[src/rtl/dsp_file_server.sv]
// Responder for the equation-engine file interface: NUM_FILES circular sample
// buffers in one synchronous memory, an engine handshake port and a host preload/clear port.
module dsp_file_server #(
  parameter int dw         = 32,
  parameter int NUM_FILES  = 4,
  parameter int FILE_DEPTH = 16,
  parameter int AW         = 4
) (
  input  logic                 wb_clk,
  input  logic                 wb_rst,
  input  logic [7:0]           file_num,
  input  logic                 file_read,
  input  logic                 file_write,
  input  logic [dw-1:0]        file_write_data,
  output logic [dw-1:0]        file_read_data,
  output logic                 file_active,
  output logic [31:0]          rd_ptr,
  output logic [31:0]          wr_ptr,
  input  logic                 host_we,
  input  logic                 host_clear,
  input  logic [7:0]           host_file,
  input  logic [dw-1:0]        host_data,
  output logic                 host_ready,
  output logic                 error,
  output logic [NUM_FILES-1:0] file_empty,
  output logic [NUM_FILES-1:0] file_full
);

  localparam int FW = (NUM_FILES > 1) ? $clog2(NUM_FILES) : 1;
  localparam logic [AW:0] FULL_CNT = (AW+1)'(FILE_DEPTH);

  // Engine handshake: a request level seen in IDLE starts one transaction;
  // file_active stays high for ACCESS and DATA, then RELEASE waits for both
  // request levels to drop so a held level never triggers a second access.
  typedef enum logic [1:0] {S_IDLE, S_ACCESS, S_DATA, S_RELEASE} state_t;

  state_t        r_state;
  logic [7:0]    r_file;
  logic          r_is_rd;
  logic [AW-1:0] r_rd  [NUM_FILES];
  logic [AW-1:0] r_wr  [NUM_FILES];
  logic [AW:0]   r_cnt [NUM_FILES];
  logic [dw-1:0] r_mem [NUM_FILES*FILE_DEPTH];

  logic [FW-1:0]    w_sel_f, w_eng_f, w_host_f;
  logic             w_sel_valid, w_eng_valid, w_host_valid;
  logic             w_eng_req, w_eng_rd_ok, w_eng_wr_ok, w_host_wr_ok;
  logic             w_eng_go_wr, w_host_go_wr, w_mem_we;
  logic [FW+AW-1:0] w_mem_addr, w_rd_addr;
  logic [dw-1:0]    w_mem_wdata;

  assign w_sel_f      = file_num[FW-1:0];
  assign w_eng_f      = r_file[FW-1:0];
  assign w_host_f     = host_file[FW-1:0];
  assign w_sel_valid  = 32'(file_num) < NUM_FILES;
  assign w_eng_valid  = 32'(r_file) < NUM_FILES;
  assign w_host_valid = 32'(host_file) < NUM_FILES;
  assign w_eng_req    = file_read | file_write;
  assign w_eng_rd_ok  = w_eng_valid && (r_cnt[w_eng_f] != '0);
  assign w_eng_wr_ok  = w_eng_valid && (r_cnt[w_eng_f] != FULL_CNT);
  assign w_host_wr_ok = w_host_valid && (r_cnt[w_host_f] != FULL_CNT);

  // Host and engine writes never coincide: the host is only served in IDLE.
  assign w_eng_go_wr  = (r_state == S_ACCESS) && !r_is_rd && w_eng_wr_ok;
  assign w_host_go_wr = (r_state == S_IDLE) && !w_eng_req && !host_clear && host_we && w_host_wr_ok;
  assign w_mem_we     = !wb_rst && (w_eng_go_wr || w_host_go_wr);
  assign w_mem_addr   = w_eng_go_wr ? {w_eng_f, r_wr[w_eng_f]} : {w_host_f, r_wr[w_host_f]};
  assign w_mem_wdata  = w_eng_go_wr ? file_write_data : host_data;
  assign w_rd_addr    = {w_eng_f, r_rd[w_eng_f]};

  always_ff @(posedge wb_clk) begin
    if (w_mem_we) r_mem[w_mem_addr] <= w_mem_wdata;
  end

  always_comb begin
    file_empty = '0;
    file_full  = '0;
    for (int i = 0; i < NUM_FILES; i++) begin
      file_empty[i] = (r_cnt[i] == '0);
      file_full[i]  = (r_cnt[i] == FULL_CNT);
    end
  end

  always_ff @(posedge wb_clk) begin
    if (wb_rst) begin
      r_state        <= S_IDLE;
      r_file         <= '0;
      r_is_rd        <= 1'b0;
      file_active    <= 1'b0;
      file_read_data <= '0;
      rd_ptr         <= '0;
      wr_ptr         <= '0;
      error          <= 1'b0;
      host_ready     <= 1'b0;
      for (int i = 0; i < NUM_FILES; i++) begin
        r_rd[i]  <= '0;
        r_wr[i]  <= '0;
        r_cnt[i] <= '0;
      end
    end else begin
      host_ready <= 1'b0;
      rd_ptr     <= w_sel_valid ? {{(32-AW){1'b0}}, r_rd[w_sel_f]} : '0;
      wr_ptr     <= w_sel_valid ? {{(32-AW){1'b0}}, r_wr[w_sel_f]} : '0;
      case (r_state)
        S_IDLE: begin
          if (w_eng_req) begin
            r_file      <= file_num;
            r_is_rd     <= file_read;
            file_active <= 1'b1;
            r_state     <= S_ACCESS;
            if (file_read && file_write) error <= 1'b1;
          end else if (host_clear) begin
            host_ready <= 1'b1;
            error      <= 1'b0;
            if (w_host_valid) begin
              r_rd[w_host_f]  <= '0;
              r_wr[w_host_f]  <= '0;
              r_cnt[w_host_f] <= '0;
            end
          end else if (host_we) begin
            host_ready <= 1'b1;
            if (w_host_wr_ok) begin
              r_wr[w_host_f]  <= r_wr[w_host_f] + AW'(1);
              r_cnt[w_host_f] <= r_cnt[w_host_f] + (AW+1)'(1);
            end else begin
              error <= 1'b1;
            end
          end
        end
        S_ACCESS: begin
          r_state <= S_DATA;
          if (r_is_rd) begin
            if (w_eng_rd_ok) begin
              file_read_data <= r_mem[w_rd_addr];
              r_rd[w_eng_f]  <= r_rd[w_eng_f] + AW'(1);
              r_cnt[w_eng_f] <= r_cnt[w_eng_f] - (AW+1)'(1);
            end else begin
              file_read_data <= '0;
              error          <= 1'b1;
            end
          end else if (w_eng_wr_ok) begin
            r_wr[w_eng_f]  <= r_wr[w_eng_f] + AW'(1);
            r_cnt[w_eng_f] <= r_cnt[w_eng_f] + (AW+1)'(1);
          end else begin
            error <= 1'b1;
          end
        end
        S_DATA: begin
          file_active <= 1'b0;
          r_state     <= S_RELEASE;
        end
        default: begin
          if (!w_eng_req) r_state <= S_IDLE;
        end
      endcase
    end
  end

endmodule

[config.mk]
export PLATFORM = sky130hd
export DESIGN_NAME = dsp_file_server
export DESIGN_NICKNAME = d
export VERILOG_FILES = /design/src/rtl/dsp_file_server.sv
export SDC_FILE = /design/constraint.sdc
export NUM_CORES = 2
export LEC_CHECK = 0
export BUFFER_PORTS_ARGS = -buffer_cell sky130_fd_sc_hd__buf_2
export CORE_ASPECT_RATIO = 1.2
export CORE_MARGIN = 5
export CORE_UTILIZATION = 40
export DETAILED_ROUTE_END_ITERATION = 12
export PLACE_DENSITY_LB_ADDON = 0.15
export SYNTH_ARGS = -nofsm -noshare
export SYNTH_HDL_FRONTEND = slang
export SYNTH_SLANG_ARGS = --single-unit
export TNS_END_PERCENT = 30
[constraint.sdc]
create_clock -name wb_clk -period 7.1 [get_ports wb_clk]
set_clock_uncertainty 0.15 [all_clocks]
set_input_delay 0 -clock wb_clk [delete_from_list [all_inputs] [get_ports wb_clk]]
set_output_delay 0 -clock wb_clk [all_outputs]
set_load 0.01 [all_outputs]
# After elaboration in Yosys (flattened, before gate mapping)
# Memory sizes are Yosys's and may differ from the RTL's. A register that Yosys moved wholly into a read port is not among the register bits.
# Cells that the tools add are included.
# W data, S select, Z words.
# totals
input_bits,86
output_inout_bits,107
memories,4
mem_bits_rw,2100
register_bits,102
wordCells,153
# mem_list
memory,depth,word_bits,read_ports,rd_clocked_by_memory_dff,write_ports,line,text
r_mem,64,32,1,0,1,43,logic [dw-1:0] r_mem [NUM_FILES*FILE_DEPTH];
r_cnt,4,5,6,1,4,42,logic [AW:0] r_cnt [NUM_FILES];
r_rd,4,4,2,2,4,40,logic [AW-1:0] r_rd [NUM_FILES];
r_wr,4,4,3,2,4,41,logic [AW-1:0] r_wr [NUM_FILES];
# classes
n_eq_ne,15
n_mux,73
n_bitwise,6
addsub,6
reduce_logical,37
order_cmp,3
# op_table
operator,n
$mux W32,2
$mux W1,44
$mux W2,14
$lt A8 B3 Y1 const B,3
$eq A5 B5 Y1 const B,4
$logic_not A5 Y1,4
$mux W4,5
$mux W5,4
$reduce_or A4 Y1,4
$add A4 B1 Y4 const B,3
$logic_and A1 B1 Y1,11
$add A5 B1 Y5 const B,2
$ne A5 B5 Y1 const B,2
$reduce_or A5 Y1,2
$ne A4 B4 Y1 const B,2
$reduce_and A2 Y1,4
$mux W6,1
$ne A3 B3 Y1 const B,2
$pmux W2 S3,1
$reduce_and A6 Y1,1
$reduce_bool A5 Y1,1
$sub A5 B1 Y5 const B,1
$logic_not A1 Y1,4
$ne A4 B1 Y1 const B,1
12 further kinds,18

# Logic depth before layout (Yosys ltp)
# An unclocked memory read counts as a cell.
# depth
ltp_word,14
depth_mapped,15
ltp_nobuf,14

# Worst setup path before layout
# No wires, ideal clock.
# synth_timing
path_type,register to register
from,reg r_state[0]
to,mem r_mem[17][0] (enable)
required_time_ns,6.529
stages_incl_launch_ff,12
setup_slack_ns,2.579
setup_ns,0.421
arrival_ns,3.950
path_cell_list,dfxtp_1 inv_1 ha_1 buf_2 nor3b_2 nand3_1 or4b_1 buf_2 or3b_4 a21oi_4 nand2_4 nor2_1
# synth_between
elab_chain_len,9
# synth_rtl
item,line,text
start: declaration,37,state_t r_state;
start signal: assignment,86,r_state <= S_IDLE;
start signal: assignment,110,r_state <= S_ACCESS;
start signal: assignment,131,r_state <= S_DATA;
$logic_not A2 Y1,65,assign w_host_go_wr = (r_state == S_IDLE) && !w_eng_req && !host_clear && host_we && w_host_wr_ok;
$logic_and A1 B1 Y1 (4 in a row),65,
$logic_or A1 B1 Y1,66,assign w_mem_we = !wb_rst && (w_eng_go_wr || w_host_go_wr);
$logic_and A1 B1 Y1,66,
$mux W1,72,if (w_mem_we) r_mem[w_mem_addr] <= w_mem_wdata;
$mux W1 (implied by the code),72,
end: declaration,43,
# Parallel ways exist; a longest one is shown, timed or not.

==> results.yml <==
synthesis:
  ys_types: 88
  yosys_register_bits: 2156
  netlist_area_um2: 86960
  avgSynthCellArea_um2: 15.71
  synth-edff-count: 2100
  async_flop_share_pct: 0
  yosys_most_used_dff: "edfxtp_1"
  yosysWarningCount: 0
  yosysSeqAreaShare_pct: 73.80
  synth_cells: 5534
status:
  status: "complete, no violations"
timing:
  slew_headroom_pct: 6.131
  hold_slack_ps: 64.94
  hold_viol_final: 0
  setup_viol: 0
  fmax_mhz: 182.1
  fin_crit_sh_pct: 77.36
  worstMarginPinSlew_ps: 1396
  min_period_ps: 5492
  drv_slew: 0
  rsz0062_at_grt: "false"
  tns_ps: 0
critical_path:
  cp-end-kind: "flop"
  r2r-end: "file_read_data[20]"
  crit_required_ps: 7580
  worstSetupEndpoint: "file_read_data[20]"
  crit_path_max_fanout: 64
  start_kind: "flop"
  r2r_slack_ps: 1610
  arrival_ps: 5970
  critical_path_class: "flop to flop"
  worst_r2r_path_depth: 10
power:
  p_comb_share_pct: 21.4
  power.switching_mw: 10.29
  switching_share_pct: 30.90
  vdd_drop_max_mv: 0.3465
  p_leak_nw: 33.00
  finalPower_mw: 33.29
  cellPowerDensity_nw_per_um2: 333.4
  p_seq_share_pct: 44.9
  power.clock.fraction_pct: 33.8
  internal-power_mw: 23.01
detailed_routing:
  viasPerCell: 5.871
  drcViolationCount: 0
  wl_per_cell_um: 33.56
  ant_nets: 0
  drt_iter0_markers: 6191
  routed_wl_um: 297300
  first_pass_iters: 6
  dr_total_vias: 52010
layout:
  drive_gt1_share_pct: 15.90
  n_fill_cell: 18700
  regArea_um2: 64180
  synthToLayoutAreaGrowth_pct: 14.82
  fin_nets: 5934
  multiInputGateArea_um2: 21630
run:
  maxCapViolations: 0
placed_design:
  numPortBuffers: 136
  dp_hpwl_um: 184300
  routabilityCongestion: 0.8438
floorplanning:
  io_pins: 193
  rows: 187
  start_util_pct: 40.18
  core_um2: 216400
  die_area_um2: 226900
  die_width_um: 435.6
  chipHeight_um: 520.8
clock_network:
  clock_sink_count: 2156
  cts-root-buf: "clkbuf_16"
  clockBufferDepth: 3
  cts_buffers: 212
  path_clk_slew_ps: 70
  cts_tree: "yes"
  clock_latency_ps: 870
  cts_max_level: 4
global_routing:
  overflow: 0
  antenna_found_initial: 28
  grt_pass1_wl_um: 408300
  grt_pass1_vias: 50180
  grt_max_degree: 112
  grt_use_total_pct: 25.55
hold_path:
  worstHoldPathType: "primary input to flop"
-- placed cells by master, fill, tap and decap left out, drive strengths merged, types with 95 or more instances in the layout --
master,instances
edfxtp,2100
nand2,937
mux2i,391
buf,338
clkbuf,253
a21oi,165
nor2,158
a211oi,143
mux4,142
nor2b,141
a311oi,110
clkinv,102
and3,95
-- logic make-up after synthesis --
logic type                 after synthesis  share of synthesized area (%)
buffers and inverters                  430                          2.554
AOI/OAI and AO/OA                      818                          6.860
DFF                                   2156                          73.80
muxes                                  561                          8.553
other                                    1                       0.004312
and+or+nand+nor                       1542                          7.899
xor gates and xnor gates                13                         0.1309
adders and majority gates               13                         0.1957
-- power by group through the flow --
stage | sequential, mW | clock, mW | combinational (mW)
floorplan | 15.2 | 0 | 3.61
global placement | 15.2 | 0 | 6.88
detailed placement | 15.2 | 0 | 6.91
CTS | 14.9 | 11.4 | 7.08
global route | 14.9 | 11.9 | 7.35
finish | 14.9 | 11.2 | 7.11
-- sequential cells by signal, summed over array words and instances, names as in the netlist, 4 cells and up, named ones only --
register        cells
r_wr               16
r_cnt              20
r_rd               16
wr_ptr              4
r_file              8
file_read_data     32
rd_ptr              4
r_mem            2048
-- per-layer routing --
layer  up-vias  global-route usage, %  part of all wire, %
li1      22020                      -                    -
met1     27060                  33.36                   39
met2      2418                  41.57                   47
met3       495                  5.623                  8.6
met4        14                  10.68                  4.7
met5         -                      0                0.032
-- stage by stage --
step / setup WS (ps) / std cells / instance area [µm²] / util [%]
after floorplan: 2579 / 5589 / 87170 / -
final: 1608 / 8859 / 99850 / 46.14
after detailed placement: 1764 / 8356 / 91890 / 42.46
after global placement: 1728 / 8355 / 91890 / 42.46
after CTS: 1683 / 8853 / 99830 / 46.13
after global routing: 1467 / 8854 / 99840 / 46.13
-- Yosys cell counts (7+ instances only) --
cell | count | share of area (%)
or4_1 | 11 | 0.095
a21oi_1 | 163 | 0.94
mux4_2 | 141 | 3.7
inv_1 | 31 | 0.13
a31oi_1 | 36 | 0.26
dfxtp_1 | 56 | 1.3
buf_4 | 93 | 0.80
a221oi_1 | 27 | 0.27
o211ai_1 | 42 | 0.36
o31ai_1 | 21 | 0.18
buf_1 | 25 | 0.11
nor3_1 | 25 | 0.14
buf_6 | 8 | 0.10
o22ai_1 | 19 | 0.14
nand3_1 | 93 | 0.54
a32o_1 | 31 | 0.36
nor2b_1 | 141 | 1.0
a211oi_1 | 142 | 1.2
buf_2 | 147 | 0.85
xnor2_1 | 7 | 0.071
ha_1 | 12 | 0.17
clkbuf_1 | 121 | 0.52
a22oi_1 | 54 | 0.47
and3_1 | 95 | 0.68
a311o_1 | 7 | 0.081
o41ai_1 | 10 | 0.10
nand4_1 | 16 | 0.12
a311oi_1 | 110 | 1.1
a22o_1 | 7 | 0.071
mux2i_1 | 391 | 4.5
mux2_2 | 26 | 0.34
nand2b_1 | 9 | 0.065
edfxtp_1 | 2100 | 73
or3_1 | 21 | 0.15
a32oi_1 | 33 | 0.33
nand2_1 | 932 | 4.0
nor4_1 | 13 | 0.094
nor2_1 | 158 | 0.68
o21ai_0 | 53 | 0.31
-- worst min-delay path by stage --
stage / startpoint / end / slack [ps] / cells after the start
2_1_floorplan: file_num[7] / r_file[7] / -10 / 2
3_3_place_gp: file_num[5] / r_file[5] / 110 / 3
3_5_place_dp: file_num[5] / r_file[5] / 110 / 3
4_1_cts: file_write / file_active / 30 / 7
5_1_grt: file_write_data[20] / r_mem[11][20] / 90 / 3
6_report: file_write_data[30] / r_mem[8][30] / 60 / 3
-- cell type report --
class	count	share of cell area, %
well taps	2835	3.552
flip-flops and latches	2156	64.28
clock buffers	253	5.574
inverters	34	0.1516
multi-input cells	3003	21.66
clock inverters	144	1.269
repair buffers	428	3.496
diodes	6	0.01504
-- critical path: stages (launching register included) --
cell	delay, ps
dfxtp_1	540
buf_4	330
mux2_8	540
inv_8	350
nor2_4	280
buf_4	630
buf_4	440
a21oi_1	160
and3_1	210
o31ai_1	1090
nand4_1	300
-- timing repair --
item | in CTS | in global routing
endpoints found under the setup margin | 0 | 0
endpoints found under the hold margin | 678 | 0
setup buffers | 0 | 0
resized for setup | 0 | 0
hold buffers | 100 | 0
(Power assumes the default switching activity.)
